`config.mk`:
```
export PLATFORM = sky130hd
export DESIGN_NAME = spiker_reader
export DESIGN_NICKNAME = d
export VERILOG_FILES = /design/src/rtl/spiker_adapter_reg_pkg.sv /design/src/rtl/spiker_reader_buf.sv /design/src/rtl/spiker_reader.sv
export SDC_FILE = /design/constraint.sdc
export NUM_CORES = 2
export LEC_CHECK = 0
export BUFFER_PORTS_ARGS = -buffer_cell sky130_fd_sc_hd__buf_2
export CORE_ASPECT_RATIO = 0.6
export CORE_MARGIN = 2
export CORE_UTILIZATION = 52
export CTS_CLUSTER_SIZE = 8
export DETAILED_ROUTE_END_ITERATION = 10
export GPL_TIMING_DRIVEN = 1
export PLACE_DENSITY = 0.72
export SKIP_CTS_REPAIR_TIMING = 1
export SLEW_MARGIN = 20
export SYNTH_ARGS = -nofsm -noshare
export SYNTH_HDL_FRONTEND = slang
export SYNTH_SLANG_ARGS = --single-unit
```
`constraint.sdc`:
```
create_clock -name clk_i -period 4.35 [get_ports clk_i]
set_input_delay 0.2175 -clock clk_i [delete_from_list [all_inputs] [get_ports clk_i]]
set_output_delay 0.2175 -clock clk_i [all_outputs]
set_load 0.01 [all_outputs]
```
`src/rtl/spiker_adapter_reg_pkg.sv`:
```
// Shared types and constants for the spiker adapter register block and its reader stage.
// Holds the reader FSM encoding and the reg2hw fields that feed the reader.
package spiker_adapter_reg_pkg;

    localparam int unsigned SPK_WIDTH          = 32;
    localparam int unsigned SPK_N_SPIKES       = 784;
    localparam int unsigned SPK_TIMEOUT_CYCLES = 65535;

    function automatic int unsigned ceil_div(input int unsigned a, input int unsigned b);
        return (a + b - 1) / b;
    endfunction

    localparam int unsigned N_IN_REG       = ceil_div(SPK_N_SPIKES, SPK_WIDTH);
    localparam int unsigned LAST_WORD_BITS = SPK_N_SPIKES - (N_IN_REG - 1) * SPK_WIDTH;

    typedef enum logic [1:0] {
        IDLE,
        ISSUE,
        WAIT_DONE,
        WAIT_WR
    } reader_state_e;

    typedef struct packed {
        logic [SPK_WIDTH-1:0] q;
        logic                 qe;
    } reg2hw_spikes_in_mreg_t;

    typedef struct packed {
        logic q;
        logic qe;
    } reg2hw_control_start_t;

    typedef struct packed {
        logic q;
        logic qe;
    } reg2hw_control_clr_err_t;

    typedef struct packed {
        reg2hw_control_start_t   start;
        reg2hw_control_clr_err_t clr_err;
    } reg2hw_control_reg_t;

    typedef struct packed {
        reg2hw_spikes_in_mreg_t [N_IN_REG-1:0] spikes_in;
        reg2hw_control_reg_t                   control;
    } reg2hw_reader_t;

endpackage

```
`src/rtl/spiker_reader_buf.sv`:
```
// Shadow buffer for the input spike words: stores only the N_SPIKES live bits,
// tracks which words were written since the last launch, and reports a full load.
module spiker_reader_buf #(
    parameter int unsigned WIDTH    = 32,
    parameter int unsigned N_SPIKES = 784,
    parameter int unsigned N_IN_REG = 25
) (
    input  logic                        clk_i,
    input  logic                        rst_ni,
    input  logic                        wr_en_i,
    input  logic [$clog2(N_IN_REG)-1:0] wr_idx_i,
    input  logic [WIDTH-1:0]            wr_data_i,
    input  logic                        clr_mask_i,
    output logic [N_SPIKES-1:0]         shadow_o,
    output logic                        loaded_o
);

    localparam int unsigned PAD_W = N_IN_REG * WIDTH;

    logic [N_SPIKES-1:0]              shadow_q, shadow_d;
    logic [N_IN_REG-1:0][WIDTH-1:0]   words;
    logic [N_IN_REG-1:0]              mask_q, mask_d;
    logic                             loaded_q, loaded_d;
    logic                             idx_ok;

    assign idx_ok = 32'(wr_idx_i) < N_IN_REG;

    // NOTE: every always_comb output gets its default first so no path leaves it unassigned (no latch).
    always_comb begin
        words    = PAD_W'(shadow_q);
        mask_d   = clr_mask_i ? '0 : mask_q;
        if (wr_en_i && idx_ok) begin
            words[wr_idx_i]  = wr_data_i;
            mask_d[wr_idx_i] = 1'b1;
        end
        // Bits of the last word above N_SPIKES are dropped here, so they never become flops.
        shadow_d = N_SPIKES'(words);
        loaded_d = &mask_d;
    end

    // NOTE: sequential state uses non-blocking assignments only.
    always_ff @(posedge clk_i) begin
        if (!rst_ni) begin
            // NOTE: the shadow array is reset on purpose: its contents reach data_in_o and must read zero after reset.
            shadow_q <= '0;
            mask_q   <= '0;
            loaded_q <= 1'b0;
        end else begin
            shadow_q <= shadow_d;
            mask_q   <= mask_d;
            loaded_q <= loaded_d;
        end
    end

    assign shadow_o = shadow_q;
    assign loaded_o = loaded_q;

endmodule

```
`src/rtl/spiker_reader.sv`:
```
// Reader stage ahead of the spiker result writer: launches one core inference per
// software start, waits for done and writer ready, and keeps sticky error flags.
module spiker_reader #(
    parameter int unsigned WIDTH          = spiker_adapter_reg_pkg::SPK_WIDTH,
    parameter int unsigned N_SPIKES       = spiker_adapter_reg_pkg::SPK_N_SPIKES,
    parameter int unsigned N_IN_REG       = spiker_adapter_reg_pkg::ceil_div(N_SPIKES, WIDTH),
    parameter int unsigned TIMEOUT_CYCLES = spiker_adapter_reg_pkg::SPK_TIMEOUT_CYCLES
) (
    input  logic                        clk_i,
    input  logic                        rst_ni,
    input  logic                        wr_en_i,
    input  logic [$clog2(N_IN_REG)-1:0] wr_idx_i,
    input  logic [WIDTH-1:0]            wr_data_i,
    input  logic                        start_i,
    input  logic                        clr_err_i,
    output logic [N_SPIKES-1:0]         data_in_o,
    output logic                        valid_o,
    input  logic                        core_ready_i,
    input  logic                        done_i,
    input  logic                        writer_ready_i,
    output logic                        busy_o,
    output logic                        loaded_o,
    output logic                        err_start_o,
    output logic                        err_overrun_o,
    output logic                        err_timeout_o
);

    import spiker_adapter_reg_pkg::*;

    localparam int unsigned CNT_W = $clog2(TIMEOUT_CYCLES);
    localparam logic [CNT_W-1:0] CNT_LIMIT = CNT_W'(TIMEOUT_CYCLES - 1);

    reader_state_e       state_q, state_d;
    logic [N_SPIKES-1:0] data_in_q, data_in_d;
    logic [N_SPIKES-1:0] shadow;
    logic [CNT_W-1:0]    cnt_q, cnt_d;
    logic                err_start_q, err_start_d;
    logic                err_overrun_q, err_overrun_d;
    logic                err_timeout_q, err_timeout_d;
    logic                buf_wr_en;
    logic                mask_clr;
    logic                loaded;
    logic                start_bad;
    logic                timeout_hit;
    logic                overrun;

    spiker_reader_buf #(
        .WIDTH   (WIDTH),
        .N_SPIKES(N_SPIKES),
        .N_IN_REG(N_IN_REG)
    ) u_buf (
        .clk_i     (clk_i),
        .rst_ni    (rst_ni),
        .wr_en_i   (buf_wr_en),
        .wr_idx_i  (wr_idx_i),
        .wr_data_i (wr_data_i),
        .clr_mask_i(mask_clr),
        .shadow_o  (shadow),
        .loaded_o  (loaded)
    );

    always_comb begin
        state_d     = state_q;
        data_in_d   = data_in_q;
        cnt_d       = cnt_q;
        buf_wr_en   = 1'b0;
        mask_clr    = 1'b0;
        start_bad   = 1'b0;
        timeout_hit = 1'b0;
        unique case (state_q)
            IDLE: begin
                buf_wr_en = wr_en_i;
                // loaded is the registered mask, so a write in this same cycle cannot satisfy this start.
                if (start_i) begin
                    if (loaded) begin
                        state_d   = ISSUE;
                        data_in_d = shadow;
                    end else begin
                        start_bad = 1'b1;
                    end
                end
            end
            ISSUE: begin
                if (core_ready_i) begin
                    state_d  = WAIT_DONE;
                    mask_clr = 1'b1;
                    cnt_d    = '0;
                end
            end
            WAIT_DONE: begin
                if (done_i) begin
                    state_d = WAIT_WR;
                end else if (cnt_q == CNT_LIMIT) begin
                    state_d     = IDLE;
                    timeout_hit = 1'b1;
                end else begin
                    cnt_d = cnt_q + CNT_W'(1);
                end
            end
            WAIT_WR: begin
                // The writer drops ready the cycle after done, so sampling from the first WAIT_WR cycle is safe.
                if (writer_ready_i) begin
                    state_d = IDLE;
                end
            end
            default: state_d = IDLE;
        endcase
    end

    assign overrun = wr_en_i && (state_q != IDLE);

    // A new error event outranks a simultaneous clear.
    always_comb begin
        err_start_d   = (err_start_q   && !clr_err_i) || start_bad;
        err_overrun_d = (err_overrun_q && !clr_err_i) || overrun;
        err_timeout_d = (err_timeout_q && !clr_err_i) || timeout_hit;
    end

    always_ff @(posedge clk_i) begin
        if (!rst_ni) begin
            state_q       <= IDLE;
            data_in_q     <= '0;
            cnt_q         <= '0;
            err_start_q   <= 1'b0;
            err_overrun_q <= 1'b0;
            err_timeout_q <= 1'b0;
        end else begin
            state_q       <= state_d;
            data_in_q     <= data_in_d;
            cnt_q         <= cnt_d;
            err_start_q   <= err_start_d;
            err_overrun_q <= err_overrun_d;
            err_timeout_q <= err_timeout_d;
        end
    end

    assign data_in_o     = data_in_q;
    assign valid_o       = (state_q == ISSUE);
    assign busy_o        = (state_q != IDLE);
    assign loaded_o      = loaded;
    assign err_start_o   = err_start_q;
    assign err_overrun_o = err_overrun_q;
    assign err_timeout_o = err_timeout_q;

endmodule

```
=== Yosys cells after proc, flatten, opt, wreduce, memory -nomap -nowiden ===
Cells that the tools add are included.

* Bits in read-only memories: 0
* RAM bits: 0
* Memories kept: 0
* Latch bits: 0
* Output and inout port bits: 790
* Register bits: 1615

* Equal/unequal tests: 11
* Shifts and indexed selects: 0
* $mul: 0
* Reductions and logical operators: 17
* Divide/modulo/power cells: 0
* Order comparisons: 3
* Muxes and demuxes: 27
* Add/sub/neg operators: 1
* Bitwise gates (word level): 1

{| class="wikitable"
|+ Operator list
! kind !! count
|-
| bitwise mux 800 bit || 1
|-
| demux 32 bit (select 5 bit) || 1
|-
| two-way mux 25 bit || 2
|-
| two-way mux 16 bit || 3
|-
| two-way mux 32 bit || 1
|-
| case mux 16 bit (2 select lines) || 1
|-
| bitwise OR 25 bit || 1
|-
| AND reduction 25 bit || 1
|-
| adder 16 x 1 -> 16 bit, second input constant || 1
|-
| equality test 16 bit, second input constant || 1
|-
| two-way mux 2 bit || 6
|-
| two-way mux 1 bit || 10
|-
| != test 2 bit, second input constant || 4
|-
| case mux 2 bit (4 select lines) || 1
|-
| logical AND 1 bit || 6
|-
| < comparator 5 x 6 -> 1 bit, second input constant || 1
|-
| demux 1 bit (select 5 bit) || 1
|-
| >= comparator 5 x 1 -> 1 bit, second input constant || 1
|-
| < comparator 5 bit, second input constant || 1
|-
| AND reduction 5 bit || 1
|-
| equality test 2 bit, second input constant || 2
|-
| != test 2 x 1 -> 1 bit, second input constant || 2
|-
| AND reduction 4 bit || 1
|-
| nonzero test 2 bit || 2
|-
| 6 further kinds || 8
|}

=== Logic depth before layout (Yosys ltp) ===
* Word-level depth: 7
* Mapped depth: 9

=== Modules after synthesis ===
A second synthesis with hierarchy kept.

* Cell total of the unflattened synthesis: 7176
* Area total of the unflattened synthesis: 58079.5 um2

{| class="wikitable"
|+ Modules (own cells, without submodules)
! module !! area each (um2) !! seq. area each (um2) !! instances !! cells each
|-
| spiker_reader_buf || 30272.8 || 16215.6 || 1 || 3643
|-
| spiker_reader || 27806.7 || 16115.5 || 1 || 3533
|}

=== Least setup slack after synthesis ===
Ideal clock, no wire load.

* Path kind: register to register
* Start point: register state_q[0]
* End point: register u_buf.loaded_q (netlist: u_buf.loaded_o)
* Arrival time: 1.978 ns
* Cell stages (with the launch flop): 8
* Slack: 2.284 ns
* Period minus slack after synthesis: 2.066 ns
* Cells stage by stage: dfxtp_1 -> buf_2 -> or3b_1 -> buf_2 -> nor2_1 -> o22ai_1 -> or4_1 -> nor4_2

* Word-level cells in the longest chain between the ends: 6

{| class="wikitable"
|+ Ends and longest elaborated chain
! item !! RTL line !! text
|-
| start, declared || spiker_reader.sv:33 || <nowiki>reader_state_e state_q, state_d;</nowiki>
|-
| start signal, assigned || spiker_reader.sv:128 || <nowiki>state_q <= state_d;</nowiki>
|-
| equality test 2 x 1 -> 1 bit || spiker_reader.sv:70 || <nowiki>unique case (state_q)</nowiki>
|-
| two-way mux 1 bit || spiker_reader.sv:70 ||
|-
| two-way mux 25 bit || spiker_reader_buf.sv:31 || <nowiki>mask_d = clr_mask_i ? '0 : mask_q;</nowiki>
|-
| bitwise OR 25 bit (no source line) || - ||
|-
| two-way mux 25 bit (*) || spiker_reader_buf.sv:32 || <nowiki>if (wr_en_i && idx_ok) begin</nowiki>
|-
| AND reduction 25 bit (*) || spiker_reader_buf.sv:38 || <nowiki>loaded_d = &mask_d;</nowiki>
|-
| end signal, assigned || spiker_reader_buf.sv:51 || <nowiki>loaded_q <= loaded_d;</nowiki>
|-
| end, declared || spiker_reader_buf.sv:23 || <nowiki>logic loaded_q, loaded_d;</nowiki>
|}

Every way passes the cells marked *; elsewhere a longest branch is shown, timed or not.
A chain may end at the register's enable or synchronous reset.

=== Final worst setup path ===
* Start point: register state_q[0]
* End point: register data_in_q[46] (netlist: data_in_o[46])

* Word-level cells in the longest chain between the ends: 2

{| class="wikitable"
|+ Ends and longest elaborated chain
! item !! RTL line !! text
|-
| logical NOT 2 bit || spiker_reader.sv:70 ||
|-
| AND reduction 3 bit (no source line) || - ||
|-
| end signal, assigned || spiker_reader.sv:129 || <nowiki>data_in_q <= data_in_d;</nowiki>
|-
| end, declared || spiker_reader.sv:34 || <nowiki>logic [N_SPIKES-1:0] data_in_q, data_in_d;</nowiki>
|}

No other way between the ends.

==> impl_results.md <==
* CTS tree: yes
* Vias post-DR at ~50000
* DRT iter0 DRCs at 5282
* Crit path arrival time at between 3000 and 4000 ps
* Lkg Pwr at 25.8 nW
* DP Area at 64700 um2
* Clock Latency Late Sink at roughly 820 ps
* Final hold slack at -14.8 ps
* Post-Syn Area per Cell at slightly above 8 um2
* Commonest non-fill, non-tap cell in the layout: nand2_1
* Max Clock Freq at roughly 350 MHz
* Compound-gate portion of the synthesized area at around a fifth
* Net Count, Synth at ~7200
* Die Y at between 200 and 300 um
* Total of max-cap violations at 0
* Critical path fanouts, max at just over 200
* DP Worst Slack at roughly 1600 ps
* Initial antenna violation count at 16
* Share of cells above drive strength 1 at 15.5%
* Final Setup Violations at 0
* Setup TNS Final at 0 ps
* Cell Chain, Critical Path: nor2_1, nand3_4, buf_12, nand2_1, a21boi_0
* Relative slew slack at between 20% and 30%
* Post-synth top area cell: dfxtp_1
* Die W at approximately 440 um
* Core Region at 114000 um2
* Htree depth at 4
* Reg2reg start: state_q[0]$_SDFFE_PN0P_
* Boundary Pins at around 840
* DR pass1 iterations at 6
* Ranking of synthesized cells by area: dfxtp_1 54%, nand2_1 20%, a21boi_0 20%, clkbuf_1 3.5%, nor2_1 0.22%
* Xor and xnor fraction of the mapped netlist area at 0.190%
* Residual DRC at 0
* Post-Synth Simple-Gate Area at about a fifth
* Final period utilization at about two thirds
* Fin crit period at approximately 2800 ps
* Filler instances at a little under 10000
* Asr flop ratio synth at 0%
* Overall Global Routing Usage at ~33%
* DR WL/cell at 21.7 um
* Starting Density at 52.4%
* Dpl hpwl at around 120 mm
* Setup crit start kind: flip-flop
* Main flop type after synthesis: dfxtp_1
* Min-delay src: wr_idx_i[1]
* CTS Sinks at 1615
* Register area share after synthesis at 54.0%
* Setup Skew at around 48 ps
* Maximum vdd drop at roughly 0.3 mV
* Number of global-route vias before repair at approximately 47000
* First-pass GRT wire length at 293 mm
* Violated checks: hold timing
* DIE AREA at approximately 120000 um2
* FF-to-FF setup slack at roughly 1500 ps
* Critical path class: reg -> reg
* WHS Path Cells at 5
* WHS Endpoint: u_buf.loaded_o$_SDFF_PN0_
* RSZ-0062 raised after global routing: false
* CTS Root Cell: clkbuf_16
* Capturing point of the worst reg2reg path: data_in_o[46]$_SDFFE_PN0P_
* Final hold vios at 1
* CP delay by family, top: simple AND/OR/NAND/NOR gates
* Final instance area at around 70000 um2
* Outcome: finished, violations left
* Mux contribution to synthesized area at less than 1%
* Row cnt at 96
* Synthesis-stage register bit count at 1615
* Worst path required time at 5060 ps
* Largest family of logic cells by synthesized area: simple AND/OR/NAND/NOR gates
* PwrDens at between 400 and 500 nW/um2
* Slowest cell on crit path: buf_12
* Post-synth EDFFs at 0
* Max Slew Vio Count at 0
* Reg2reg path depth at 5
* Num CTS Buffers at ~220
* Synthesized area at about 60000 um2
* Antenna viol nets, final at 0
* Final worst slack at between 1500 and 2000 ps
* Pwr Total at 30.9 mW
* Pin count of the biggest net entering global routing at about 260
* Netlist cell types at between 50 and 60
* Total Wirelength at approximately 200 mm
* Adder-cell share of the synthesized area at 0.0418%
* Area grow syn2layout at 18.0%
* Total gr overflow at 0
* Commonest cells after routing, fill and taps aside: 3183 x nand2_1, 1615 x dfxtp_1, 1583 x a21boi_0
* Worst Path Buf+Inv at 1
* Clk slew on worst S/H paths at around 60 ps
* Max stage delay on crit path at between 600 and 700 ps
* Clock Path Buffers at 3
* Cells after Synth at a little over 7000
* Setup crit end kind: flip-flop
* Area share of the largest cell type after synthesis at between 50% and 60%
* Yosys warns at 0
* Port-buffer cells at about 830
* RD Place Congestion at roughly 0.85
* Worst slew pin tran at about 1100 ps
* DR vias/cell at approximately 5.5
* Hold Crit Class: in -> reg
* # nets final at 7816
## routing by layer
layer / GRT usage [%] / vias to the layer above / routed length [um]
li1: - / 24100 / -
met1: 44.3 / 24800 / 85500
met2: 51.0 / 2104 / 91300
met3: 5.71 / 473 / 16400
met4: 15.3 / 4 / 9030
met5: 0 / - / 27
## cells by family (layout without fill, tap and decap cells)
| logic type | count (synthesis) | in the layout |
|---|---|---|
| multiplexers | 3 | 3 |
| XOR/XNOR | 13 | 13 |
| flip-flops | 1615 | 1615 |
| AO/OA/AOI/OAI | 1632 | 1632 |
| buffers and inverters | 608 | 1195 |
| adder cells (fa/ha/maj) | 2 | 2 |
| AND/OR/NAND/NOR | 3321 | 3321 |
| other | 0 | 5 |
## area by class of cell
class	count	area, um2	area share [%]
Sequential cell	1615	32300	45.8
Multi-Input combinational cell	4971	25300	35.8
Clock buffer	223	5560	7.87
Timing Repair Buffer	953	5300	7.50
Tap cell	1519	1900	2.69
Clock inverter	10	178	0.252
Inverter	9	33.8	0.0478
Antenna cell	5	12.5	0.0177
## cell usage after synthesis (all sizes together), types with 8 or more instances
master,number
a21boi,1583
a21oi,18
and3,10
buf,35
clkbuf,564
dfxtp,1615
inv,8
nand2,3185
nand3,16
nand4,11
nor2,35
nor2b,18
nor3,17
xor2,9
## metrics by stage
stage	util [%]	std cells
after floorplan	-	7194
after global placement	56.7	9055
after detailed placement	56.7	9055
after CTS	61.7	9288
after global routing	61.8	9304
final	61.8	9305
## worst max path at each step
stage / startpoint / to / cells after the start
finish: state_q[0]$_SDFFE_PN0P_ / data_in_o[46]$_SDFFE_PN0P_ / 5
global route: state_q[0]$_SDFFE_PN0P_ / data_in_o[16]$_SDFFE_PN0P_ / 5
CTS: state_q[0]$_SDFFE_PN0P_ / u_buf.shadow_o[263]$_SDFFE_PN0P_ / 5
detailed placement: state_q[1]$_SDFFE_PN0P_ / u_buf.shadow_o[277]$_SDFFE_PN0P_ / 5
global placement: state_q[0]$_SDFFE_PN0P_ / u_buf.shadow_o[778]$_SDFFE_PN0P_ / 5
floorplan: state_q[0]$_SDFFE_PN0P_ / u_buf.loaded_o$_SDFF_PN0_ / 7
## power by group
group / switching, mW / internal, mW / leakage [nW]
Sequential: 0.0286 / 14.9 / 13.0
Clock: 6.09 / 8.88 / 2.81
Combinational: 0.684 / 0.286 / 9.95
Total: 6.81 / 24.0 / 25.8
## sequential cells by signal, indices dropped and copies added, names as in the netlist
name and count:
u_buf.loaded_o 1, err_start_o 1, u_buf.mask_q 25, err_timeout_o 1, cnt_q 16, state_q 2, data_in_o 784, u_buf.shadow_o 784
err_overrun_o 1
## worst register-to-register path, delay by kind of cell, from the launching register on
family,cells,cell delay (ps)
AND/OR/NAND/NOR,3,1180
buffers and inverters,1,710
flip-flops,1,610
AO/OA/AOI/OAI,1,230
No activity file was read; power rests on OpenSTA's default activity.
